File: src/rtl/uart_pkg.sv
// Shared types and frame constants for the RN41 8N1 UART.
package uart_pkg;

    typedef enum logic [2:0] {
        RX_IDLE,
        RX_START,
        RX_DATA,
        RX_STOP,
        RX_BREAK
    } rx_state_t;

    typedef enum logic [1:0] {
        TX_IDLE,
        TX_START,
        TX_DATA,
        TX_STOP
    } tx_state_t;

    localparam int DATA_BITS = 8;
    localparam int STOP_BITS = 1;

    // Tick divider rounded to the nearest integer.
    function automatic int calc_div(input int clk_hz, input int baud, input int os);
        return (clk_hz + (baud * os) / 2) / (baud * os);
    endfunction

endpackage

File: src/rtl/uart_rn41_if.sv
// Parallel-side handshake between the UART and the wireless protocol block.
interface uart_rn41_if;
    logic       transmit;
    logic [7:0] tx_byte;
    logic       received;
    logic [7:0] rx_byte;
    logic       is_receiving;
    logic       is_transmitting;
    logic       recv_error;

    modport master (
        output transmit, tx_byte,
        input  received, rx_byte, is_receiving, is_transmitting, recv_error
    );

    modport slave (
        input  transmit, tx_byte,
        output received, rx_byte, is_receiving, is_transmitting, recv_error
    );
endinterface

File: src/rtl/uart_baud_tick.sv
// Oversample tick generator: down-counter, one-cycle tick at terminal count every DIV clks.
module uart_baud_tick #(
    parameter int DIV = 27
) (
    input  logic clk,
    input  logic rst_n,
    input  logic clear,
    output logic tick
);
    localparam int CW = (DIV > 1) ? $clog2(DIV) : 1;
    localparam logic [CW-1:0] RELOAD = CW'(DIV - 1);

    logic [CW-1:0] cnt_q, cnt_d;

    always_comb begin
        cnt_d = cnt_q - 1'b1;
        if (clear || cnt_q == '0) cnt_d = RELOAD;
    end

    assign tick = (cnt_q == '0) && !clear;

    always_ff @(posedge clk or negedge rst_n) begin
        if (!rst_n) cnt_q <= RELOAD;
        else        cnt_q <= cnt_d;
    end
endmodule

File: src/rtl/uart_rn41.sv
// 8N1 full-duplex UART for the RN41 serial link; independent RX and TX FSMs.
// Build option UART_RX_MAJORITY_EN: 3-sample majority vote on every RX bit.
//   state    | meaning
//   RX_IDLE  | waiting for falling edge on synced rx
//   RX_START | validating start bit at its centre
//   RX_DATA  | shifting in 8 data bits, LSB first
//   RX_STOP  | checking stop bit; good byte or framing error
//   RX_BREAK | after framing error, waiting for line high
//   TX_IDLE  | line high, accepting transmit
//   TX_START | driving start bit
//   TX_DATA  | driving data bits, LSB first
//   TX_STOP  | driving stop bit(s)
module uart_rn41
    import uart_pkg::*;
#(
    parameter int CLK_HZ     = 50_000_000,
    parameter int BAUD       = 115200,
    parameter int OVERSAMPLE = 16
) (
    input  logic       clk,
    input  logic       rst_n,
    input  logic       rx,
    output logic       tx,
    uart_rn41_if.slave bus
);
    localparam int DIV = calc_div(CLK_HZ, BAUD, OVERSAMPLE);
    localparam int PW  = $clog2(OVERSAMPLE);
    localparam logic [PW-1:0] PH_M1   = PW'(OVERSAMPLE / 2 - 2);
    localparam logic [PW-1:0] PH_M0   = PW'(OVERSAMPLE / 2 - 1);
    localparam logic [PW-1:0] PH_LAST = PW'(OVERSAMPLE - 1);
    localparam logic [3:0] RX_LAST_DATA = 4'(DATA_BITS - 1);
    localparam logic [3:0] TX_LAST_DATA = 4'(DATA_BITS);
    localparam logic [3:0] TX_LAST_BIT  = 4'(DATA_BITS + STOP_BITS);

    logic [1:0] sync_q, vld_q;
    logic       rx_prev_q, rx_s;

    // rx_prev stays low until the synchroniser has flushed its reset value,
    // so a line that is low at reset release never looks like a start edge.
    always_ff @(posedge clk or negedge rst_n) begin
        if (!rst_n) begin
            sync_q    <= 2'b11;
            vld_q     <= 2'b00;
            rx_prev_q <= 1'b0;
        end else begin
            sync_q    <= {sync_q[0], rx};
            vld_q     <= {vld_q[0], 1'b1};
            rx_prev_q <= rx_s & vld_q[1];
        end
    end
    assign rx_s = sync_q[1];

    logic rx_tick, rx_clear, tx_tick, tx_clear;

    uart_baud_tick #(.DIV(DIV)) u_rx_tick (.clk(clk), .rst_n(rst_n), .clear(rx_clear), .tick(rx_tick));
    uart_baud_tick #(.DIV(DIV)) u_tx_tick (.clk(clk), .rst_n(rst_n), .clear(tx_clear), .tick(tx_tick));

    rx_state_t     rx_state_q, rx_state_d;
    logic [PW-1:0] rx_ph_q, rx_ph_d;
    logic [3:0]    rx_bit_q, rx_bit_d;
    logic [7:0]    rx_shift_q, rx_shift_d, rx_byte_q, rx_byte_d;
    logic          received_q, received_d, recv_error_q, recv_error_d, is_rx_q;
    logic          rx_val, rx_sample;

`ifdef UART_RX_MAJORITY_EN
    localparam logic [PW-1:0] PH_DEC = PW'(OVERSAMPLE / 2);
    logic [1:0] maj_q;

    always_ff @(posedge clk or negedge rst_n) begin
        if (!rst_n) begin
            maj_q <= 2'b11;
        end else if (rx_tick) begin
            if (rx_ph_q == PH_M1) maj_q[0] <= rx_s;
            if (rx_ph_q == PH_M0) maj_q[1] <= rx_s;
        end
    end
    assign rx_val = (maj_q[0] & maj_q[1]) | (maj_q[0] & rx_s) | (maj_q[1] & rx_s);
`else
    localparam logic [PW-1:0] PH_DEC = PH_M0;
    assign rx_val = rx_s;
`endif

    assign rx_sample = rx_tick && (rx_ph_q == PH_DEC);

    always_comb begin
        rx_state_d   = rx_state_q;
        rx_ph_d      = rx_tick ? rx_ph_q + 1'b1 : rx_ph_q;
        rx_bit_d     = rx_bit_q;
        rx_shift_d   = rx_shift_q;
        rx_byte_d    = rx_byte_q;
        received_d   = 1'b0;
        recv_error_d = 1'b0;
        rx_clear     = 1'b0;
        case (rx_state_q)
            RX_IDLE: if (rx_prev_q && !rx_s) begin
                rx_state_d = RX_START;
                rx_ph_d    = '0;
                rx_clear   = 1'b1;
            end
            RX_START: if (rx_sample) begin
                if (rx_val) begin
                    rx_state_d = RX_IDLE;
                end else begin
                    rx_state_d = RX_DATA;
                    rx_bit_d   = '0;
                end
            end
            RX_DATA: if (rx_sample) begin
                rx_shift_d = {rx_val, rx_shift_q[7:1]};
                if (rx_bit_q == RX_LAST_DATA) rx_state_d = RX_STOP;
                else                          rx_bit_d   = rx_bit_q + 1'b1;
            end
            RX_STOP: if (rx_sample) begin
                if (rx_val) begin
                    rx_byte_d  = rx_shift_q;
                    received_d = 1'b1;
                    rx_state_d = RX_IDLE;
                end else begin
                    recv_error_d = 1'b1;
                    rx_state_d   = RX_BREAK;
                end
            end
            RX_BREAK: if (rx_s) rx_state_d = RX_IDLE;
            default:  rx_state_d = RX_IDLE;
        endcase
    end

    always_ff @(posedge clk or negedge rst_n) begin
        if (!rst_n) begin
            rx_state_q   <= RX_IDLE;
            rx_ph_q      <= '0;
            rx_bit_q     <= '0;
            rx_shift_q   <= '0;
            rx_byte_q    <= '0;
            received_q   <= 1'b0;
            recv_error_q <= 1'b0;
            is_rx_q      <= 1'b0;
        end else begin
            rx_state_q   <= rx_state_d;
            rx_ph_q      <= rx_ph_d;
            rx_bit_q     <= rx_bit_d;
            rx_shift_q   <= rx_shift_d;
            rx_byte_q    <= rx_byte_d;
            received_q   <= received_d;
            recv_error_q <= recv_error_d;
            is_rx_q      <= (rx_state_d != RX_IDLE);
        end
    end

    tx_state_t     tx_state_q, tx_state_d;
    logic [PW-1:0] tx_ph_q, tx_ph_d;
    logic [3:0]    tx_bit_q, tx_bit_d;
    logic [7:0]    tx_shift_q, tx_shift_d;
    logic          tx_q, tx_d, is_tx_q, tx_bit_end;

    assign tx_bit_end = tx_tick && (tx_ph_q == PH_LAST);

    always_comb begin
        tx_state_d = tx_state_q;
        tx_ph_d    = tx_tick ? tx_ph_q + 1'b1 : tx_ph_q;
        tx_bit_d   = tx_bit_q;
        tx_shift_d = tx_shift_q;
        tx_clear   = 1'b0;
        case (tx_state_q)
            TX_IDLE: if (bus.transmit) begin
                tx_shift_d = bus.tx_byte;
                tx_bit_d   = '0;
                tx_ph_d    = '0;
                tx_clear   = 1'b1;
                tx_state_d = TX_START;
            end
            TX_START: if (tx_bit_end) begin
                tx_state_d = TX_DATA;
                tx_bit_d   = tx_bit_q + 1'b1;
            end
            TX_DATA: if (tx_bit_end) begin
                tx_shift_d = tx_shift_q >> 1;
                tx_bit_d   = tx_bit_q + 1'b1;
                if (tx_bit_q == TX_LAST_DATA) tx_state_d = TX_STOP;
            end
            TX_STOP: if (tx_bit_end) begin
                if (tx_bit_q == TX_LAST_BIT) tx_state_d = TX_IDLE;
                else                         tx_bit_d   = tx_bit_q + 1'b1;
            end
            default: tx_state_d = TX_IDLE;
        endcase
        case (tx_state_d)
            TX_START: tx_d = 1'b0;
            TX_DATA:  tx_d = tx_shift_d[0];
            default:  tx_d = 1'b1;
        endcase
    end

    always_ff @(posedge clk or negedge rst_n) begin
        if (!rst_n) begin
            tx_state_q <= TX_IDLE;
            tx_ph_q    <= '0;
            tx_bit_q   <= '0;
            tx_shift_q <= '0;
            tx_q       <= 1'b1;
            is_tx_q    <= 1'b0;
        end else begin
            tx_state_q <= tx_state_d;
            tx_ph_q    <= tx_ph_d;
            tx_bit_q   <= tx_bit_d;
            tx_shift_q <= tx_shift_d;
            tx_q       <= tx_d;
            is_tx_q    <= (tx_state_d != TX_IDLE);
        end
    end

    assign tx                  = tx_q;
    assign bus.received        = received_q;
    assign bus.rx_byte         = rx_byte_q;
    assign bus.is_receiving    = is_rx_q;
    assign bus.is_transmitting = is_tx_q;
    assign bus.recv_error      = recv_error_q;
endmodule

File: src/flat_wrapper.sv
// flat-port wrapper written by rule: the top's interface ports become plain ports
module uart_rn41_flat import uart_pkg::*;
#(
    parameter int CLK_HZ     = 50_000_000,
    parameter int BAUD       = 115200,
    parameter int OVERSAMPLE = 16
)
  (clk, rst_n, rx, tx, bus_transmit, bus_tx_byte, bus_received, bus_rx_byte, bus_is_receiving, bus_is_transmitting, bus_recv_error);
  uart_rn41_if bus_i ();
  input  logic clk;
  input  logic rst_n;
  input  logic rx;
  output logic tx;
  input wire logic [$bits(bus_i.transmit)-1:0] bus_transmit;
  input wire logic [$bits(bus_i.tx_byte)-1:0] bus_tx_byte;
  output wire logic [$bits(bus_i.received)-1:0] bus_received;
  output wire logic [$bits(bus_i.rx_byte)-1:0] bus_rx_byte;
  output wire logic [$bits(bus_i.is_receiving)-1:0] bus_is_receiving;
  output wire logic [$bits(bus_i.is_transmitting)-1:0] bus_is_transmitting;
  output wire logic [$bits(bus_i.recv_error)-1:0] bus_recv_error;
  assign bus_i.transmit = bus_transmit;
  assign bus_i.tx_byte = bus_tx_byte;
  assign bus_received = bus_i.received;
  assign bus_rx_byte = bus_i.rx_byte;
  assign bus_is_receiving = bus_i.is_receiving;
  assign bus_is_transmitting = bus_i.is_transmitting;
  assign bus_recv_error = bus_i.recv_error;
  uart_rn41 #(.CLK_HZ(CLK_HZ), .BAUD(BAUD), .OVERSAMPLE(OVERSAMPLE)) u_core (.clk(clk), .rst_n(rst_n), .rx(rx), .tx(tx), .bus(bus_i));
endmodule
File: config.mk
export PLATFORM = sky130hd
export DESIGN_NAME = uart_rn41_flat
export DESIGN_NICKNAME = d
export VERILOG_FILES = /design/src/rtl/uart_pkg.sv /design/src/rtl/uart_rn41_if.sv /design/src/rtl/uart_baud_tick.sv /design/src/rtl/uart_rn41.sv /design/src/flat_wrapper.sv
export SDC_FILE = /design/constraint.sdc
export NUM_CORES = 1
export LEC_CHECK = 0
export CAP_MARGIN = 30
export CORE_ASPECT_RATIO = 1.4
export CORE_MARGIN = 2
export CORE_UTILIZATION = 25
export CTS_CLUSTER_SIZE = 12
export DETAILED_ROUTE_END_ITERATION = 6
export PLACE_DENSITY = 0.49
export SYNTH_ARGS = -nofsm -noshare
export SYNTH_HDL_FRONTEND = slang
export SYNTH_SLANG_ARGS = --single-unit
File: constraint.sdc
create_clock -name clk -period 3.02 [get_ports clk]
set_clock_uncertainty 0.05 [all_clocks]
set_input_delay 0.906 -clock clk [delete_from_list [all_inputs] [get_ports clk]]
set_output_delay 0.906 -clock clk [all_outputs]
set_load 0.03 [all_outputs]
Word-level counts from Yosys, hierarchy flattened

Index checks and enable logic that the tools add are counted.

Register bits after elaboration: 65
Bits of input ports: 12
Output and inout bits: 13

Add/sub/neg operators: 6
Eq/ne operators: 23
Mux-type cells: 48
Bitwise operators: 1
Reduce and logical (&&, ||, !) cells: 24

Operators by type and width:

| cell                | number |
|---|---|
| $mux 4              | 14 |
| $mux 3              | 7 |
| $add 4x1->4 const B | 4 |
| $mux 8              | 2 |
| $pmux 8 s2          | 1 |
| $pmux 3 s5          | 1 |
| $mux 2              | 7 |
| $eq 4x4->1 const B  | 3 |
| $pmux 4 s3          | 1 |
| $logic_not 5->1     | 2 |
| $mux 1              | 10 |
| $mux 5              | 2 |
| $ne 2x1->1 const B  | 5 |
| $sub 5x1->5 const B | 2 |
| $eq 4x3->1 const B  | 2 |
| $ne 2x2->1 const B  | 4 |
| $pmux 2 s4          | 1 |
| $pmux 4 s2          | 1 |
| $eq 2x2->1 const B  | 3 |
| $eq 3x2->1 const B  | 2 |
| $reduce_and 3->1    | 2 |
| $reduce_bool 2->1   | 3 |
| $logic_and 1x1->1   | 5 |
| $reduce_and 5->1    | 1 |
| 13 further kinds    | 17 |

Depth between registers and ports, before layout

Gate-level depths: netlist (run 1).

Word-level depth: 10
Depth in mapped cells: 9
Gate-level depth less buffers: 7

Hierarchy

A second synthesis (run 1) with hierarchy kept.

Cell total of the unflattened synthesis: 258
Area, all modules: 2952.8 um2

Modules (own cells, without submodules):

| module         | times used | cells an instance | area each (um2) |
|---|---|---|---|
| uart_rn41      | 1          | 216               | 2474.9 |
| uart_baud_tick | 2          | 21                | 239.0 |

Worst setup path after synthesis (run 1)

No wires, ideal clock.

Kind: reg-to-reg
Start: reg u_core.u_rx_tick.cnt_q[0]
End: reg u_core.rx_bit_q[3]
Setup time: 0.092 ns
Data arrival time: 2.063 ns
Data required time: 2.878 ns
Setup slack: 0.815 ns
Cell stages (with the launch flop): 8
Buffers on the path: 0
Path through: dfrtp_1 inv_1 ha_1 nor4b_4 and4b_1 nand2b_1 or4_4 o31ai_2

Longest elaborated chain between the ends: 5

Ends and longest elaborated chain:

| item                           | RTL line             | text |
|---|---|---|
| start, declared                | uart_baud_tick.sv:13 | `logic [CW-1:0] cnt_q, cnt_d;` |
| start signal, assigned         | uart_baud_tick.sv:24 | `else cnt_q <= cnt_d;` |
| $logic_not 5->1 (*)            | uart_baud_tick.sv:20 | `assign tick = (cnt_q == '0) && !clear;` |
| $logic_and 1x1->1 (*)          | uart_baud_tick.sv:20 |  |
| $logic_and 1x1->1 (*)          | uart_rn41.sv:83      | `assign rx_sample = rx_tick && (rx_ph_q == PH_DEC);` |
| $ne 2x1->1 (no line)           | --                   |  |
| $reduce_and 5->1 (no line) (*) | --                   |  |
| end signal, assigned           | uart_rn41.sv:141     | `rx_bit_q <= rx_bit_d;` |
| end, declared                  | uart_rn41.sv:60      | `logic [3:0] rx_bit_q, rx_bit_d;` |

Mark *: on every way between the ends. The rest lies on a longest branch, timed or not.
A chain may end at the register's enable or synchronous reset.

Final worst setup path (run 1)

Start: reg u_core.tx_q (netlist: u_core.tx)
End: out tx

RTL lines:

| item                   | RTL line           | text |
|---|---|---|
| start, declared        | uart_rn41.sv:154   | `logic tx_q, tx_d, is_tx_q, tx_bit_end;` |
| start signal, assigned | uart_rn41.sv:207   | `tx_q <= tx_d;` |
| end, declared          | flat_wrapper.sv:13 | `output logic tx;` |

No word-level cell between the ends.

==> results by group, run 1 <==
Synth
  • Syn Nets: about 310
  • Post-Syn Area: between 3000 and 4000 um^2
  • Mapped Cells: around 290
  • Unique masters post-synth: 48
  • Synth Register Bits: 65
  • Avg Inst Size Synth: ~11 um^2
  • Register area share after synthesis: between 50% and 60%
  • Yosys top cell area share: a little under half
  • Post-synth top area cell: dfrtp_1
  • Area contributors post-synth: dfrtp_1 (46%), dfstp_2 (7.7%), ha_1 (6.1%)
  • Ys Warns: 0

Run
  • MaxCap Viol Count: 0

Worst setup path
  • CP Capture Type: primary output
  • Reg2Reg Depth: 7
  • Worst Setup SP: u_core.tx
  • Critical-path maximum fanout: 1
  • CP Launch Type: register
  • Setup CP Type: reg2out
  • Worst Path Required: about 2100 ps
  • Slowest stage delay, CP: approximately 670 ps
  • Crit-path slowest cell: clkdlybuf4s50_1
  • Critical Path Stages: 1
  • Worst R2R Start: u_core.u_tx_tick.cnt_q[0]
  • Delay-heaviest family, CP: buffers and inverters
  • Arrival time at the worst endpoint: around 1500 ps
  • Worst path cell trace: clkdlybuf4s50_1
  • CP bufs+invs: 1

Global routing
  • Grt ovf: 0
  • Vias in the first global route: between 2000 and 2500
  • Gr usage total: 9.45%
  • Pin count of the biggest net entering global routing: 23
  • First-pass GRT wire length: around 10000 um
  • Initial antenna violation count: 0

Hold path
  • Hold crit path type: reg2reg
  • Hold Path Cell Cnt: 0
  • Hold Path Origin: u_core.vld_q[0]

Placed design
  • Dpl cells: ~460
  • IO buf count: 24
  • Pre-CTS WS: roughly 470 ps
  • Placer Congestion: slightly above 0.8
  • Final HPWL from detailed placement: about 4200 um

Finish
  • Ratio of cells with drive above 1 in the final layout: 16.9%
  • Finished Core Util: between 30% and 40%
  • P&R area growth vs syn: 24.4%
  • Diode count: 0
  • Final cell count without fillers: between 400 and 500
  • # nets final: between 300 and 400

Clock tree
  • Post-CTS Hold Buffers: 0
  • CTS H-tree depth: 3
  • Post-cts resize count: 0
  • CTS tree: done
  • Clk slew on worst S/H paths: around 60 ps
  • TritonCTS Buffers: 9
  • Skew-Pair Late Insertion Delay: roughly 320 ps
  • Root Driver: clkbuf_16
  • Clock sink count: between 60 and 70
  • CTS Buffer Depth: 2
  • # Post-CTS Setup Buffers: 0

Die
  • Row cnt: 48
  • DIE AREA: about 13000 um^2
  • Core area: between 10000 and 15000 um^2
  • Die Y: between 100 and 150 um
  • I/O pins: 25
  • Effective utilization at floorplan: between 20% and 30%
  • Die Width: just under 100 um

Detailed routing
  • Iter 0 DRT Violations: 48
  • Final WL: 5910 um
  • Via-to-Cell Ratio: 4.57
  • Iteration count of the initial detailed-routing pass: 4
  • ANT nets after route: 0
  • DR vias: 2172
  • Residual DRC count: 0
  • Wire per inst: approximately 12 um

STA
  • Fin worst setup slack: roughly 560 ps
  • Slew HR: between 40% and 50%
  • Hold Vio Cnt, Final: 0
  • Final Max Slew Viols: 0
  • Setup TNS: 0 ps
  • # setup viols final: 0
  • Period utilisation layout: approximately 82%
  • Hold slack final: 307 ps
  • RSZ-0062 raised after global routing: no
  • Measured slew at the worst slew-check pin: about 860 ps
  • Fmax: slightly above 400 MHz
  • Post-layout min period: between 2000 and 2500 ps

Power and ir drop
  • Leakage: roughly 1.7 nW
  • Power per cell area: around 590 nW/um^2
  • Worst IR Drop VDD: 219 uV

Outcome
  • Status: complete, no violations
==> cells by family (layout without fill, tap and decap cells) <==
logic type / after synthesis / after routing / synth area share (%)
buffers and inverters: 23 / 61 / 2.85
AO/OA/AOI/OAI: 48 / 48 / 9.59
multiplexers: 19 / 19 / 6.83
other: 1 / 1 / 0.122
XOR/XNOR: 11 / 11 / 3.13
adder cells (fa/ha/maj): 15 / 15 / 6.10
flip-flops: 65 / 65 / 53.2
AND/OR/NAND/NOR: 105 / 105 / 18.2
==> registers in the layout (all words and copies together) (netlist names), 5 cells and up <==
signal and flops:
u_core.u_tx_tick.cnt_q 5, u_core.u_rx_tick.cnt_q 5, u_core.tx_shift_q 8, u_core.rx_shift_q 8
u_core.bus.rx_byte 8
==> per-layer routing <==
layer	vias up	routed length [um]	track usage (%)
met3	10	172	2.37
li1	1061	-	-
met5	-	0	0
met2	26	2930	15.6
met1	1075	2690	11.6
met4	0	106	4.55
==> synthesized netlist by cell type, drive strengths merged <==
library cell and count:
dfrtp 56, nor2 30, nand2 22, mux2 16
ha 15, o21ai 15, a21oi 14, inv 14
a22oi 9, dfstp 9, clkbuf 8, nor3 8
nand3 7, xnor2 6, and2 5, nand2b 5
xor2 5, and3 4, nand3b 4, nor2b 4
mux2i 3, nor4b 3, nand4 2, nor3b 2
o31ai 2, or2 2, or4 2, a21o 1
a221oi 1, a31oi 1, a41o 1, and4 1
and4b 1, buf 1, conb 1, nand4b 1
nor4 1, nor4bb 1, o211ai 1, o21bai 1
o22ai 1, o31a 1
==> power breakdown <==
group | total [mW] | switching, mW | internal (mW)
sequential | 1.00 | 0.0561 | 0.944
combinational | 0.203 | 0.103 | 0.100
clock | 1.05 | 0.391 | 0.663
total | 2.26 | 0.550 | 1.71
==> worst reg2reg max path, stage by stage, from the launching register on <==
cell     delay, ps
dfrtp_1        390
inv_1           80
ha_1           140
nor4b_2        510
nand3_1        210
o21ai_1        720
nand3_1        140
o21ai_0        110
==> area by class of cell <==
type	count	area (um^2)
timing repair buffer	31	288
multi-input combinational	199	1360
inverter	14	52.6
clock inverter	6	65.1
tap	150	188
clock buffer	10	239
sequential	65	1640
fill	1240	8360
==> cells in the final DEF (no fill, tap or decap), types with 2 or more instances in the layout <==
master and n:
a21oi_1 14, a22oi_1 9, and2_1 5, and3_1 4, buf_4 7, clkbuf_16 9, clkdlybuf4s50_1 23, clkinv_2 2
dfrtp_1 56, dfstp_2 9, ha_1 15, inv_1 14, mux2_2 16, mux2i_1 3, nand2_1 22, nand2b_1 5
nand3_1 7, nand3b_1 4, nand4_1 2, nor2_1 29, nor2b_1 4, nor3_1 8, nor3b_1 2, o21ai_0 9
o21ai_1 6, xnor2_1 6, xor2_1 5
==> stage by stage <==
| stage | cell area (um^2) | total power, mW |
|---|---|---|
| floorplan | 3080 | 1.14 |
| CTS | 3830 | 2.29 |
| finish | 3830 | 2.26 |
| global placement | 3520 | 1.22 |
| detailed placement | 3520 | 1.22 |
| global route | 3830 | 2.36 |
==> worst paths after layout <==
check	slack, ps	endpoint
worst max-delay path	560	tx
worst min-delay path	310	u_core.vld_q[1]
worst max register to register	600	u_core.tx_shift_q[7]
worst min register to register	310	u_core.vld_q[1]
max in group asynchronous	1700	u_core.u_tx_tick.cnt_q[1]
min in group asynchronous	510	u_core.tx_state_q[1]
No activity file was read; power rests on OpenSTA's default activity.
==> inputs of run 2 (changes only) <==
Clock period 3.02 ns to 2.55 ns, I/O delays scaled along.
==> results by group, run 2 (same netlist as run 1, synthesis figures left out) <==
Outcome
  • Status: complete, no violations

STA
  • RSZ-0062 raised after global routing: no
  • Final Max Slew Viols: 0
  • Hold slack final: roughly 310 ps
  • Measured slew at the worst slew-check pin: ~540 ps
  • Period utilisation layout: between 90% and 100%
  • Slew HR: ~64%
  • Fmax: 433 MHz
  • Hold Vio Cnt, Final: 0
  • # setup viols final: 0
  • Setup TNS: 0 ps
  • Post-layout min period: roughly 2300 ps

Die
  • Die Width: 97.8 um
  • I/O pins: 25
  • Row cnt: 48
  • DIE AREA: 13200 um^2
  • Core area: about 12000 um^2
  • Die Y: roughly 140 um
  • Effective utilization at floorplan: roughly a quarter

Clock tree
  • Post-CTS Hold Buffers: 0
  • Post-cts resize count: 0
  • CTS tree: done
  • CTS H-tree depth: 3
  • TritonCTS Buffers: 9
  • # Post-CTS Setup Buffers: 0
  • Skew-Pair Late Insertion Delay: ~320 ps
  • Clock sink count: between 60 and 70
  • Clk slew on worst S/H paths: 60 ps
  • CTS Buffer Depth: 2
  • Root Driver: clkbuf_16

Power and ir drop
  • Share of power burned in the clock network: 46.3%
  • Pwr Total: between 2 and 3 mW
  • Power per cell area: just under 700 nW/um^2
  • Leakage: around 1.7 nW
  • Worst IR Drop VDD: about 340 uV
  • Sequential share of power: 44.8%
  • Sw Ratio: around a quarter
  • Share of total power in combinational logic: slightly below 9%
  • Int Pwr: 2.00 mW
  • P_sw: around 0.65 mW

Finish
  • Most frequent cells in the layout: dfrtp_1 (56), nor2_1 (29), clkdlybuf4s50_1 (23)
  • Diode count: 0
  • # nets final: between 300 and 400
  • Most common cell after layout, fill and taps aside: dfrtp_1
  • # fillers: roughly 1300
  • Sequential cell area: 1640 um^2
  • P&R area growth vs syn: 24.8%
  • Ratio of cells with drive above 1 in the final layout: 16.9%
  • Multi-input gate area in the final layout: ~1400 um^2

Worst setup path
  • CP bufs+invs: 1
  • Worst Path Required: 1740 ps
  • Reg2Reg Setup Slack: ~240 ps
  • Worst path cell trace: clkdlybuf4s50_1
  • Arrival time at the worst endpoint: about 1500 ps
  • CP Launch Type: register
  • Delay-heaviest family, CP: buffers and inverters
  • CP Capture Type: primary output
  • Crit-path slowest cell: clkdlybuf4s50_1
  • Slowest stage delay, CP: roughly 660 ps
  • Critical-path maximum fanout: 1
  • Setup CP Type: reg2out

Detailed routing
  • Residual DRC count: 0
  • Iter 0 DRT Violations: between 60 and 70
  • Via-to-Cell Ratio: 4.48
  • Wire per inst: between 10 and 15 um
  • ANT nets after route: 0
  • DR vias: roughly 2100
  • Final WL: 5760 um
  • Iteration count of the initial detailed-routing pass: 4

Global routing
  • Initial antenna violation count: 0
  • Grt ovf: 0
  • First-pass GRT wire length: about 10000 um
  • Gr usage total: 9.49%
  • Vias in the first global route: about 2300
  • Pin count of the biggest net entering global routing: 49

Hold path
  • Hold crit path type: reg2reg

Placed design
  • IO buf count: 24
  • Placer Congestion: roughly 0.85
  • Final HPWL from detailed placement: a little over 4000 um

Run
  • MaxCap Viol Count: 0
-- run 2: cell types whose count changed in the layout (fill, tap and decap cells not counted), sizes merged --
cell,change
clkbuf,-1
inv,+1
-- run 2: final cells by class --
type | count | share of cell area, %
Sequential cell | 65 | 42.7
Multi-Input combinational cell | 199 | 35.4
Timing Repair Buffer | 31 | 7.82
Clock buffer | 9 | 5.87
Tap cell | 150 | 4.89
Clock inverter | 7 | 2.02
Inverter | 14 | 1.37
-- run 2: power groups by stage --
stage	combinational, mW	sequential [mW]	clock (mW)
CTS	0.244	1.19	1.27
global route	0.277	1.20	1.31
finish	0.236	1.19	1.23
floorplan	0.154	1.20	0
global placement	0.237	1.20	0
detailed placement	0.244	1.20	0
-- run 2: layer usage --
| metal | routed length, um | global-route usage (%) | vias up |
|---|---|---|---|
| li1 | - | - | 1057 |
| met1 | 2570 | 10.9 | 1040 |
| met2 | 2970 | 17.2 | 28 |
| met3 | 172 | 2.99 | 4 |
| met4 | 43 | 2.08 | 0 |
| met5 | 0 | 0 | - |
-- run 2: worst reg2reg max path: cells and delay by family (launching register included) --
kind	cells	cell delay (ps)
adder cells (fa/ha/maj)	1	150
buffers and inverters	2	280
AND/OR/NAND/NOR	3	1030
AO/OA/AOI/OAI	2	280
flip-flops	1	400
-- run 2: final timing paths --
path                                      startpoint                        end  cells past startpoint
hold reg to reg                     u_core.sync_q[0]           u_core.sync_q[1]                      0
setup reg to reg           u_core.u_rx_tick.cnt_q[0]         u_core.rx_bit_q[2]                      8
setup / recovery                           u_core.tx                         tx                      1
max in group asynchronous                      rst_n  u_core.u_tx_tick.cnt_q[1]                      2
min in group asynchronous                      rst_n         u_core.tx_bit_q[1]                      1
hold / removal                      u_core.sync_q[0]           u_core.sync_q[1]                      0
-- run 2: metrics by stage --
step                utilization, %  instance area (um^2)  std cells  setup WS (ps)
finish                        31.5                  3840        475            239
global route                  31.5                  3840        475           63.4
CTS                           31.5                  3840        475            218
detailed placement            29.0                  3540        459            142
global placement              29.0                  3540        459            192
floorplan                        -                  3080        287            345
